File: config.mk
export PLATFORM = sky130hd
export DESIGN_NAME = mipi_tx_frame_gen
export DESIGN_NICKNAME = d
export VERILOG_FILES = /design/src/rtl/mipi_tx_pkg.sv /design/src/rtl/mipi_tx_pattern_rgb888.sv /design/src/rtl/mipi_tx_frame_gen.sv
export SDC_FILE = /design/constraint.sdc
export NUM_CORES = 1
export LEC_CHECK = 0
export ABC_CLOCK_PERIOD_IN_PS = 4850
export CORE_ASPECT_RATIO = 0.8
export CORE_MARGIN = 3
export CORE_UTILIZATION = 57
export CTS_CLUSTER_DIAMETER = 200
export DETAILED_ROUTE_END_ITERATION = 10
export DONT_BUFFER_PORTS = 1
export GPL_TIMING_DRIVEN = 0
export PLACE_DENSITY = 0.75
export SLEW_MARGIN = 5
export SYNTH_ARGS = -nofsm -noshare
export SYNTH_HDL_FRONTEND = slang
export SYNTH_SLANG_ARGS = --single-unit
File: constraint.sdc
create_clock -name tx_pixel_clk -period 4.85 [get_ports tx_pixel_clk]
set_input_delay 0.7275 -clock tx_pixel_clk [delete_from_list [all_inputs] [get_ports tx_pixel_clk]]
set_output_delay 0.7275 -clock tx_pixel_clk [all_outputs]
set_load 0.02 [all_outputs]
File: src/rtl/mipi_tx_pkg.sv
// Shared types and constants for the MIPI CSI-2 TX generic-frame test generator.
package mipi_tx_pkg;

    typedef enum logic [1:0] {
        PAT_BARS  = 2'd0,
        PAT_RAMP  = 2'd1,
        PAT_SOLID = 2'd2,
        PAT_CHECK = 2'd3
    } pattern_e;

    typedef enum logic [2:0] {
        ST_IDLE   = 3'd0,
        ST_VSYNC  = 3'd1,
        ST_VBLANK = 3'd2,
        ST_ACTIVE = 3'd3,
        ST_VFRONT = 3'd4
    } state_e;

    localparam logic [5:0]  TYPE_RGB888 = 6'h24;

    localparam logic [23:0] BAR_WHITE   = 24'hFFFFFF;
    localparam logic [23:0] BAR_YELLOW  = 24'hFFFF00;
    localparam logic [23:0] BAR_CYAN    = 24'h00FFFF;
    localparam logic [23:0] BAR_GREEN   = 24'h00FF00;
    localparam logic [23:0] BAR_MAGENTA = 24'hFF00FF;
    localparam logic [23:0] BAR_RED     = 24'hFF0000;
    localparam logic [23:0] BAR_BLUE    = 24'h0000FF;
    localparam logic [23:0] BAR_BLACK   = 24'h000000;

    function automatic logic [23:0] bar_rgb(input logic [2:0] idx);
        case (idx)
            3'd0:    bar_rgb = BAR_WHITE;
            3'd1:    bar_rgb = BAR_YELLOW;
            3'd2:    bar_rgb = BAR_CYAN;
            3'd3:    bar_rgb = BAR_GREEN;
            3'd4:    bar_rgb = BAR_MAGENTA;
            3'd5:    bar_rgb = BAR_RED;
            3'd6:    bar_rgb = BAR_BLUE;
            default: bar_rgb = BAR_BLACK;
        endcase
    endfunction

endpackage

File: src/rtl/mipi_tx_pattern_rgb888.sv
// Test-pattern pixel generator: produces the RGB888 pixel pair for columns x0, x0+1
// of active line y, registered once.
module mipi_tx_pattern_rgb888
    import mipi_tx_pkg::*;
#(
    parameter int H_ACTIVE_PIX = 1280
) (
    input  logic        i_clk,
    input  logic [15:0] i_x0,
    input  logic [15:0] i_y,
    input  pattern_e    i_pattern,
    input  logic [23:0] i_solid,
    output logic [47:0] o_pix_p1
);

    localparam int          BAR_W   = (H_ACTIVE_PIX / 8 > 0) ? H_ACTIVE_PIX / 8 : 1;
    localparam logic [15:0] BAR_W16 = 16'(BAR_W);

    logic [15:0] w_x1;

    function automatic logic [23:0] pix_rgb(input logic [15:0] x, input logic [15:0] y,
                                            input pattern_e pat, input logic [23:0] solid);
        logic [15:0] bar;
        bar = x / BAR_W16;
        case (pat)
            PAT_BARS:  pix_rgb = (bar > 16'd7) ? BAR_BLACK : bar_rgb(bar[2:0]);
            PAT_RAMP:  pix_rgb = {3{x[7:0]}};
            PAT_SOLID: pix_rgb = solid;
            default:   pix_rgb = (((x ^ y) & 16'h0008) != 16'h0000) ? 24'hFFFFFF : 24'h000000;
        endcase
    endfunction

    assign w_x1 = i_x0 | 16'h0001;

    // p0 -> p1: pixel pair register
    always_ff @(posedge i_clk) begin
        o_pix_p1 <= {pix_rgb(w_x1, i_y, i_pattern, i_solid),
                     pix_rgb(i_x0, i_y, i_pattern, i_solid)};
    end

endmodule

File: src/rtl/mipi_tx_frame_gen.sv
// Standalone CSI-2 TX frame generator: FSM with h/v counters, two-stage aligned
// control/data pipeline driving VSYNC/HSYNC/VALID/DATA.
module mipi_tx_frame_gen
    import mipi_tx_pkg::*;
#(
    parameter int H_ACTIVE_PIX = 1280,
    parameter int V_ACTIVE     = 720,
    parameter int HSA          = 4,
    parameter int HBP          = 16,
    parameter int HFP          = 16,
    parameter int VSA          = 1,
    parameter int VBP          = 4,
    parameter int VFP          = 4
) (
    input  logic        tx_pixel_clk,
    input  logic        tx_pixel_rst,
    input  logic        enable,
    input  logic [1:0]  pattern_sel,
    input  logic [23:0] solid_rgb,
    output logic        tx_VALID,
    output logic        tx_HSYNC,
    output logic        tx_VSYNC,
    output logic [63:0] tx_DATA,
    output logic [15:0] tx_HRES,
    output logic [15:0] frame_cnt,
    output logic        busy
);

    localparam int          LT          = HSA + HBP + H_ACTIVE_PIX / 2 + HFP;
    localparam logic [15:0] H_LAST      = 16'(LT - 1);
    localparam logic [15:0] H_SYNC_W    = 16'(HSA);
    localparam logic [15:0] H_VLD_LO    = 16'(HSA + HBP);
    localparam logic [15:0] H_VLD_HI    = 16'(HSA + HBP + H_ACTIVE_PIX / 2);
    localparam logic [15:0] V_SYNC_END  = 16'(VSA - 1);
    localparam logic [15:0] V_BLANK_END = 16'(VSA + VBP - 1);
    localparam logic [15:0] V_ACT_LO    = 16'(VSA + VBP);
    localparam logic [15:0] V_ACT_END   = 16'(VSA + VBP + V_ACTIVE - 1);
    localparam logic [15:0] V_LAST      = 16'(VSA + VBP + V_ACTIVE + VFP - 1);

    state_e      r_state;
    state_e      w_state_nxt;
    logic        w_start;
    logic        w_frame_done;
    logic        w_line_end;
    logic [15:0] r_h_p0;
    logic [15:0] r_v_p0;
    pattern_e    r_pat;
    logic [23:0] r_solid;
    logic [15:0] r_frame_cnt;
    logic        r_busy;

    logic        w_vld_p0;
    logic        w_hs_p0;
    logic        w_vs_p0;
    logic [15:0] w_x0_p0;
    logic [15:0] w_y_p0;
    logic        r_vld_p1;
    logic        r_hs_p1;
    logic        r_vs_p1;
    logic [47:0] w_pix_p1;
    logic        r_vld_p2;
    logic        r_hs_p2;
    logic        r_vs_p2;
    logic [63:0] r_data_p2;

    assign w_line_end = (r_h_p0 == H_LAST);

    always_ff @(posedge tx_pixel_clk) begin
        if (tx_pixel_rst) begin
            r_state <= ST_IDLE;
        end else begin
            r_state <= w_state_nxt;
        end
    end

    always_comb begin
        w_state_nxt  = r_state;
        w_start      = 1'b0;
        w_frame_done = 1'b0;
        case (r_state)
            ST_IDLE: begin
                if (enable) begin
                    w_state_nxt = ST_VSYNC;
                    w_start     = 1'b1;
                end
            end
            ST_VSYNC:  if (w_line_end && r_v_p0 == V_SYNC_END)  w_state_nxt = ST_VBLANK;
            ST_VBLANK: if (w_line_end && r_v_p0 == V_BLANK_END) w_state_nxt = ST_ACTIVE;
            ST_ACTIVE: if (w_line_end && r_v_p0 == V_ACT_END)   w_state_nxt = ST_VFRONT;
            ST_VFRONT: begin
                if (w_line_end && r_v_p0 == V_LAST) begin
                    w_frame_done = 1'b1;
                    // Enable is only consulted here, so a drop never cuts a frame short.
                    if (enable) begin
                        w_state_nxt = ST_VSYNC;
                        w_start     = 1'b1;
                    end else begin
                        w_state_nxt = ST_IDLE;
                    end
                end
            end
            default: w_state_nxt = ST_IDLE;
        endcase
    end

    always_ff @(posedge tx_pixel_clk) begin
        if (tx_pixel_rst) begin
            r_h_p0      <= '0;
            r_v_p0      <= '0;
            r_pat       <= PAT_BARS;
            r_solid     <= '0;
            r_frame_cnt <= '0;
            r_busy      <= 1'b0;
        end else begin
            r_busy <= (w_state_nxt != ST_IDLE);
            if (w_start) begin
                r_h_p0  <= '0;
                r_v_p0  <= '0;
                r_pat   <= pattern_e'(pattern_sel);
                r_solid <= solid_rgb;
            end else if (r_state != ST_IDLE) begin
                if (w_line_end) begin
                    r_h_p0 <= '0;
                    r_v_p0 <= (r_v_p0 == V_LAST) ? 16'd0 : r_v_p0 + 16'd1;
                end else begin
                    r_h_p0 <= r_h_p0 + 16'd1;
                end
            end
            if (w_frame_done) begin
                r_frame_cnt <= r_frame_cnt + 16'd1;
            end
        end
    end

    assign w_vld_p0 = (r_state == ST_ACTIVE) && (r_h_p0 >= H_VLD_LO) && (r_h_p0 < H_VLD_HI);
    assign w_hs_p0  = (r_state != ST_IDLE) && (r_h_p0 < H_SYNC_W);
    assign w_vs_p0  = (r_state == ST_VSYNC);
    assign w_x0_p0  = (r_h_p0 - H_VLD_LO) << 1;
    assign w_y_p0   = r_v_p0 - V_ACT_LO;

    mipi_tx_pattern_rgb888 #(
        .H_ACTIVE_PIX (H_ACTIVE_PIX)
    ) u_pattern (
        .i_clk     (tx_pixel_clk),
        .i_x0      (w_x0_p0),
        .i_y       (w_y_p0),
        .i_pattern (r_pat),
        .i_solid   (r_solid),
        .o_pix_p1  (w_pix_p1)
    );

    // p0 -> p1: control delayed to match the pattern register
    always_ff @(posedge tx_pixel_clk) begin
        if (tx_pixel_rst) begin
            r_vld_p1 <= 1'b0;
            r_hs_p1  <= 1'b0;
            r_vs_p1  <= 1'b0;
        end else begin
            r_vld_p1 <= w_vld_p0;
            r_hs_p1  <= w_hs_p0;
            r_vs_p1  <= w_vs_p0;
        end
    end

    // p1 -> p2: output registers, data gated to zero outside valid beats
    always_ff @(posedge tx_pixel_clk) begin
        if (tx_pixel_rst) begin
            r_vld_p2  <= 1'b0;
            r_hs_p2   <= 1'b0;
            r_vs_p2   <= 1'b0;
            r_data_p2 <= '0;
        end else begin
            r_vld_p2  <= r_vld_p1;
            r_hs_p2   <= r_hs_p1;
            r_vs_p2   <= r_vs_p1;
            r_data_p2 <= r_vld_p1 ? {16'h0000, w_pix_p1} : 64'h0;
        end
    end

    assign tx_VALID  = r_vld_p2;
    assign tx_HSYNC  = r_hs_p2;
    assign tx_VSYNC  = r_vs_p2;
    assign tx_DATA   = r_data_p2;
    assign tx_HRES   = 16'(H_ACTIVE_PIX);
    assign frame_cnt = r_frame_cnt;
    assign busy      = r_busy;

endmodule
### Yosys cells after proc, flatten, opt, wreduce, memory -nomap -nowiden

Cells that the tools add are included.
Widths: inputs -> output; s select.

* add/sub/neg operators: 5
* divide/modulo/power cells: 2
* magnitude comparators: 5
* equal/unequal tests: 22
* multiplexer cells: 22
* bitwise gates (word level): 3
* reduce and logical (&&, ||, !) cells: 17

Operators by type and width (number)
* $pmux 24 s7: 2
* $pmux 24 s3: 2
* $mux 24: 4
* $add 16x1->16 const B: 3
* $eq 16x10->1 const B: 3
* $div 16x8->16 const B: 2
* $gt 16x3->1 const B: 2
* $mux 16: 2
* $eq 3x3->1 const B: 7
* $eq 3x2->1 const B: 6
* $eq 16x3->1 const B: 1
* $ge 16x5->1 const B: 1
* $logic_not 16->1: 1
* $lt 16x10->1 const B: 1
* $lt 16x3->1 const B: 1
* $mux 3: 5
* $pmux 3 s5: 1
* $sub 15x5->15 const B: 1
* $eq 3x1->1 const B: 3
* $logic_not 3->1: 3
* $xor 4x4->4: 2
* $logic_and 1x1->1: 7
* $reduce_bool 3->1: 2
* $mux 1: 5
* other kinds (8): 9

* register bits after elaboration: 196
* logic and storage cells: 92

### Depth between registers and ports, before layout

* depth after elaboration: 6
* mapped depth: 22
* depth with buffers taken out: 17

### Cells and area by module

Synthesis repeated with hierarchy kept, for this count alone.

* cells, all modules: 959
* area total of the unflattened synthesis: 8360.5 µm²

By module, submodules not included
* mipi_tx_frame_gen: instances 1, cells each 662, area each 5695.5 µm², sequential area each 2642.5 µm²
* mipi_tx_pattern_rgb888: instances 1, cells each 297, area each 2665.1 µm², sequential area each 960.9 µm²

### Least setup slack after synthesis

No wires, ideal clock.

* path type: register to register
* start point: register r_h_p0[2]
* end point: register u_pattern.o_pix_p1[17]
* setup time: 63 ps
* arrival: 4549 ps
* required time: 4787 ps
* setup slack: 238 ps
* cell stages (with the launch flop): 21
* period minus slack after synthesis: 4612 ps
* cell sequence: dfxtp_1 -> buf_2 -> inv_1 -> ha_1 -> nand2b_1 -> nand4_2 -> xor2_2 -> a2111o_1 -> a21oi_1 -> or4_1 -> buf_2 -> nor3b_2 -> nor2_4 -> xnor2_2 -> o21ai_0 -> nor4_2 -> nand2_1 -> a211oi_4 -> o311ai_2 -> buf_2 -> nand3_1

* cells in the longest elaborated chain, start to end: 6
* elaborated cells on any way between the ends: 15
* those cells by class: add/sub (1); div (1); order compare (1); eq/ne (6); mux (4); bitwise (1); reduce/logical (1)

Ends and longest elaborated chain
* start, declared: line mipi_tx_frame_gen.sv:45 `logic [15:0] r_h_p0;`
* start signal, assigned: line mipi_tx_frame_gen.sv:126 `r_h_p0 <= r_h_p0 + 16'd1;`
* $sub 15x5->15 *: line mipi_tx_frame_gen.sv:138 `assign w_x0_p0 = (r_h_p0 - H_VLD_LO) << 1;`
* parallel branches: the longest is 4 deep, another holds $div 16x8->16
* $pmux 24 s3 *: line mipi_tx_pattern_rgb888.sv:25 `case (pat)`
* end signal, assigned: line mipi_tx_pattern_rgb888.sv:37 `o_pix_p1 <= {pix_rgb(w_x1, i_y, i_pattern, i_solid),`
* end, declared: line mipi_tx_pattern_rgb888.sv:13 `output logic [47:0] o_pix_p1`

Mark *: on every way between the ends.
A chain may end at the register's enable or synchronous reset.

### Worst setup path after layout

* start point: register r_h_p0[2]
* end point: register u_pattern.o_pix_p1[0]

The elaborated chain is that of the path after synthesis.

==> impl_metrics.tcl <==
set metrics [dict create \
    outcome "finished, final reports clean" \
    finalHoldViolCount 0 \
    number_of_placement_rows 38 \
    rrSetupSlack_ns 0.1 \
    max_slew.worst_pin.slew_ns 0.857 \
    htreeDepth 4 \
    worst_slew_margin_rel_pct 42.5 \
    drt_pass1_iterations 5 \
    clock_tree.buffer_depth 2 \
    route.detailed.drc 0 \
    dp_worst_setup_slack_ns -0.522 \
    maximum_number_of_pins_on_one_net_before_global_route_repair 20 \
    die_width_microns 141 \
    worstSetupPathType "flop to flop" \
    synth-edff-count 0 \
    critPathRequiredTime_ns 5.22 \
    groute.usage.overall_pct 23.6 \
    critical_path.startpoint_type "flop" \
    layout_min_cycle_time_ns 4.75 \
    pleak_nw 4.11 \
    placement_cell_area_sq_um 8630 \
    io_pins 129 \
    crit_path_top_delay_cell "sky130_fd_sc_hd__or4_4" \
    crit-reg2reg-launch "r_h_p0[2]" \
    chipHeight_microns 114 \
    grt_first_pass_wirelength_microns 30500 \
    critical_path.max_fanout 7 \
    min_from "solid_rgb[4]" \
    buffer_ports.inserted 0 \
    netlist_instances 931 \
    synth_seq_cells 180 \
    floorplan.initialDensity_pct 59.7 \
    layout_setup_ws_ns 0.0977 \
    synth.most_common_cell "sky130_fd_sc_hd__dfxtp_1" \
    detail_route_antenna_nets 0 \
    peakVddDrop_mv 0.310 \
    final_nets 1052 \
    grt_overflow 0 \
    syn_area_per_cell_sq_um 8.90 \
    worst_setup_path_end_kind "flop" \
    seq_area_frac_synth_pct 43.5 \
    fin_crit_sh_pct 98.0 \
    wire_length_per_cell_microns 16.1 \
    vias 6644 \
    core_area_sq_um 13900 \
    clk_latency_ns 0.43 \
    clock_sink_count 180 \
    gp_congestion 0.871 \
    cpPeakStageDelay_ns 0.56 \
    wirelength_microns 19400 \
    timing.clock.skew_ns 0.00812 \
    ctsRootBufferMaster "sky130_fd_sc_hd__clkbuf_16" \
    power.density_nw_per_um2 303 \
    finish.instance_area_sq_um 9910 \
    grt_setup_unrepaired "yes" \
    max_cap_viol_count 0 \
    cell_by_cell_listing_of_the_critical_path "buf_6 -> clkinvlp_4 -> ha_4 -> nand2b_4 -> a22o_1 -> a22o_1 -> nand3_1 -> a21oi_1 -> or4_4 -> buf_6 -> mux2i_4 -> nor2b_1 -> a31oi_2 -> a2111oi_4 -> nor4_4 -> buf_4 -> and3_1 -> o211ai_1 -> o2111ai_4 -> buf_4 -> nand2_1" \
    synth.yosys.warnings 0 \
    synth_top_area_share_pct 43.5 \
    dr.first_iter.drc_count 547 \
    worstHoldEndpoint "r_solid[4]" \
    vias_in_the_first_global_route 6063 \
    die_area_sq_um 16000 \
    synthFlopType "sky130_fd_sc_hd__dfxtp_1" \
    clock_buffer_count_from_cts 17 \
    timing.rr.end "u_pattern.o_pix_p1[0]" \
    yosysTopAreaCell "sky130_fd_sc_hd__dfxtp_1" \
    report.power.total_w 0.00300 \
    vias_per_cell 5.51 \
    synthArstFlopShare_pct 0 \
    synth_cell_types 82 \
    clk_pin_slew_ns 0.08 \
    finalSetupViolCount 0 \
    report.final.slew_viol_count 0 \
    antennaDiodeCount 0 \
    cts_tree "built" \
    netlist_top_cells_area "sky130_fd_sc_hd__dfxtp_1 43%, sky130_fd_sc_hd__nand2_1 5.3%, sky130_fd_sc_hd__and2_1 3.9%" \
    max_clock_freq_mhz 210 \
    final_util_pct 71.4 \
    area_growth_syn_to_layout_pct 19.5 \
    hpwlAfterDp_microns 13400 \
    whs_path_depth 2 \
    post_synth_most_frequent_cells "180 x sky130_fd_sc_hd__dfxtp_1, 116 x sky130_fd_sc_hd__nand2_1, 73 x sky130_fd_sc_hd__nor2_1" \
    netlist_area_sq_um 8290 \
    worstPathArrival_ns 5.12 \
    grt_antenna_before_repair 0 \
    hold_class "input port to flop" \
    drive_gt1_share_pct 18.7 \
    rr_worst_depth 21 \
]
==> flip-flops by register name (all words and copies together) (netlist names), 2 cells and up <==
signal	count
frame_cnt	16
u_pattern.o_pix_p1	48
tx_DATA	48
r_state	3
r_v_p0	16
r_h_p0	16
r_pat	2
r_solid	24
==> power breakdown <==
group | switching [W] | total (W) | internal (W)
clock | 0.000637 | 0.00133 | 0.000693
combinational | 0.0000949 | 0.000143 | 0.0000485
sequential | 0.0000186 | 0.00153 | 0.00151
==> cell usage in the layout, fill, tap and decap left out, types with 5 or more instances in the layout <==
| cell | n |
|---|---|
| sky130_fd_sc_hd__dfxtp_1 | 179 |
| sky130_fd_sc_hd__nand2_1 | 109 |
| sky130_fd_sc_hd__nor2_1 | 71 |
| sky130_fd_sc_hd__buf_4 | 64 |
| sky130_fd_sc_hd__and2_1 | 52 |
| sky130_fd_sc_hd__a21oi_1 | 50 |
| sky130_fd_sc_hd__nand3_1 | 41 |
| sky130_fd_sc_hd__xor2_1 | 36 |
| sky130_fd_sc_hd__conb_1 | 32 |
| sky130_fd_sc_hd__clkbuf_1 | 30 |
| sky130_fd_sc_hd__nor3_1 | 25 |
| sky130_fd_sc_hd__xnor2_1 | 23 |
| sky130_fd_sc_hd__o21ai_0 | 20 |
| sky130_fd_sc_hd__nor2b_1 | 17 |
| sky130_fd_sc_hd__clkbuf_16 | 17 |
| sky130_fd_sc_hd__and3_1 | 16 |
| sky130_fd_sc_hd__inv_1 | 15 |
| sky130_fd_sc_hd__nand4_1 | 11 |
| sky130_fd_sc_hd__a211o_1 | 11 |
| sky130_fd_sc_hd__buf_6 | 10 |
| sky130_fd_sc_hd__buf_2 | 9 |
| sky130_fd_sc_hd__ha_1 | 9 |
| sky130_fd_sc_hd__o211ai_1 | 8 |
| sky130_fd_sc_hd__a211oi_1 | 7 |
| sky130_fd_sc_hd__nor4_1 | 7 |
| sky130_fd_sc_hd__nand2_2 | 6 |
| sky130_fd_sc_hd__mux2i_1 | 5 |
| sky130_fd_sc_hd__or3_1 | 5 |
| sky130_fd_sc_hd__a221o_1 | 5 |
| sky130_fd_sc_hd__inv_8 | 5 |
==> timing repair <==
| item | 4_1_cts | 5_1_grt |
|---|---|---|
| gates cloned | 0 | 2 |
| resized for setup | 29 | 53 |
| setup buffers | 18 | 13 |
| hold buffers | 0 | 0 |
| pin swaps | 13 | 19 |
| setup endpoints to repair | 48 | 48 |
==> stage by stage <==
step / TNS [ns] / hold slack (ns) / std cells
final: 0 / 0.425 / 1206
after global routing: -0.872 / 0.416 / 1206
after CTS: 0 / 0.410 / 1191
after detailed placement: -20.51 / 0.412 / 1141
after global placement: -20.35 / 0.408 / 1141
after floorplan: 0 / 0.406 / 961
==> kinds of logic after synthesis <==
| family | count (synthesis) | share of synthesized area [%] |
|---|---|---|
| DFF | 180 | 43.5 |
| adders and majority gates | 11 | 1.63 |
| AOI/OAI and AO/OA | 151 | 13.4 |
| and+or+nand+nor | 406 | 25.5 |
| other | 2 | 0.0906 |
| xor gates and xnor gates | 70 | 8.03 |
| buffers and inverters | 102 | 6.76 |
| muxes | 9 | 1.10 |
==> routing by layer <==
layer	part of all wire (%)	GRT usage, %	vias up
met4	2.0	6.97	0
met2	45	36.4	221
li1	-	-	3312
met5	0	0	-
met1	45	31.5	3077
met3	7.8	8.09	34
==> worst max-delay path by stage <==
stage / startpoint / to / slack [ns] / depth (start not counted)
detailed placement: r_h_p0[2] / u_pattern.o_pix_p1[24] / -0.52 / 20
finish: r_h_p0[2] / u_pattern.o_pix_p1[0] / 0.1 / 21
global route: r_h_p0[3] / u_pattern.o_pix_p1[0] / -0.07 / 20
floorplan: r_h_p0[2] / u_pattern.o_pix_p1[17] / 0.24 / 20
CTS: r_h_p0[2] / u_pattern.o_pix_p1[26] / 0.009 / 21
global placement: r_h_p0[2] / u_pattern.o_pix_p1[24] / -0.52 / 19
==> worst max-delay path: cells and delay by family, from the launching register on <==
family	cells	cell delay, ns
AO/OA/AOI/OAI	7	1.68
adder cells (fa/ha/maj)	1	0.20
buffers and inverters	5	0.79
flip-flops	1	0.35
multiplexers	1	0.21
AND/OR/NAND/NOR	7	1.46
==> layout make-up <==
| class | instances | area, sq um |
|---|---|---|
| repair buffers | 33 | 282 |
| clock buffers | 18 | 429 |
| multi-input cells | 679 | 4620 |
| flip-flops and latches | 180 | 3610 |
| well taps | 180 | 225 |
| clock inverters | 14 | 158 |
| inverters | 17 | 70.1 |
| plain buffers | 85 | 522 |
| fillers | 1051 | 3970 |
Power figures use the tool's default switching activity.
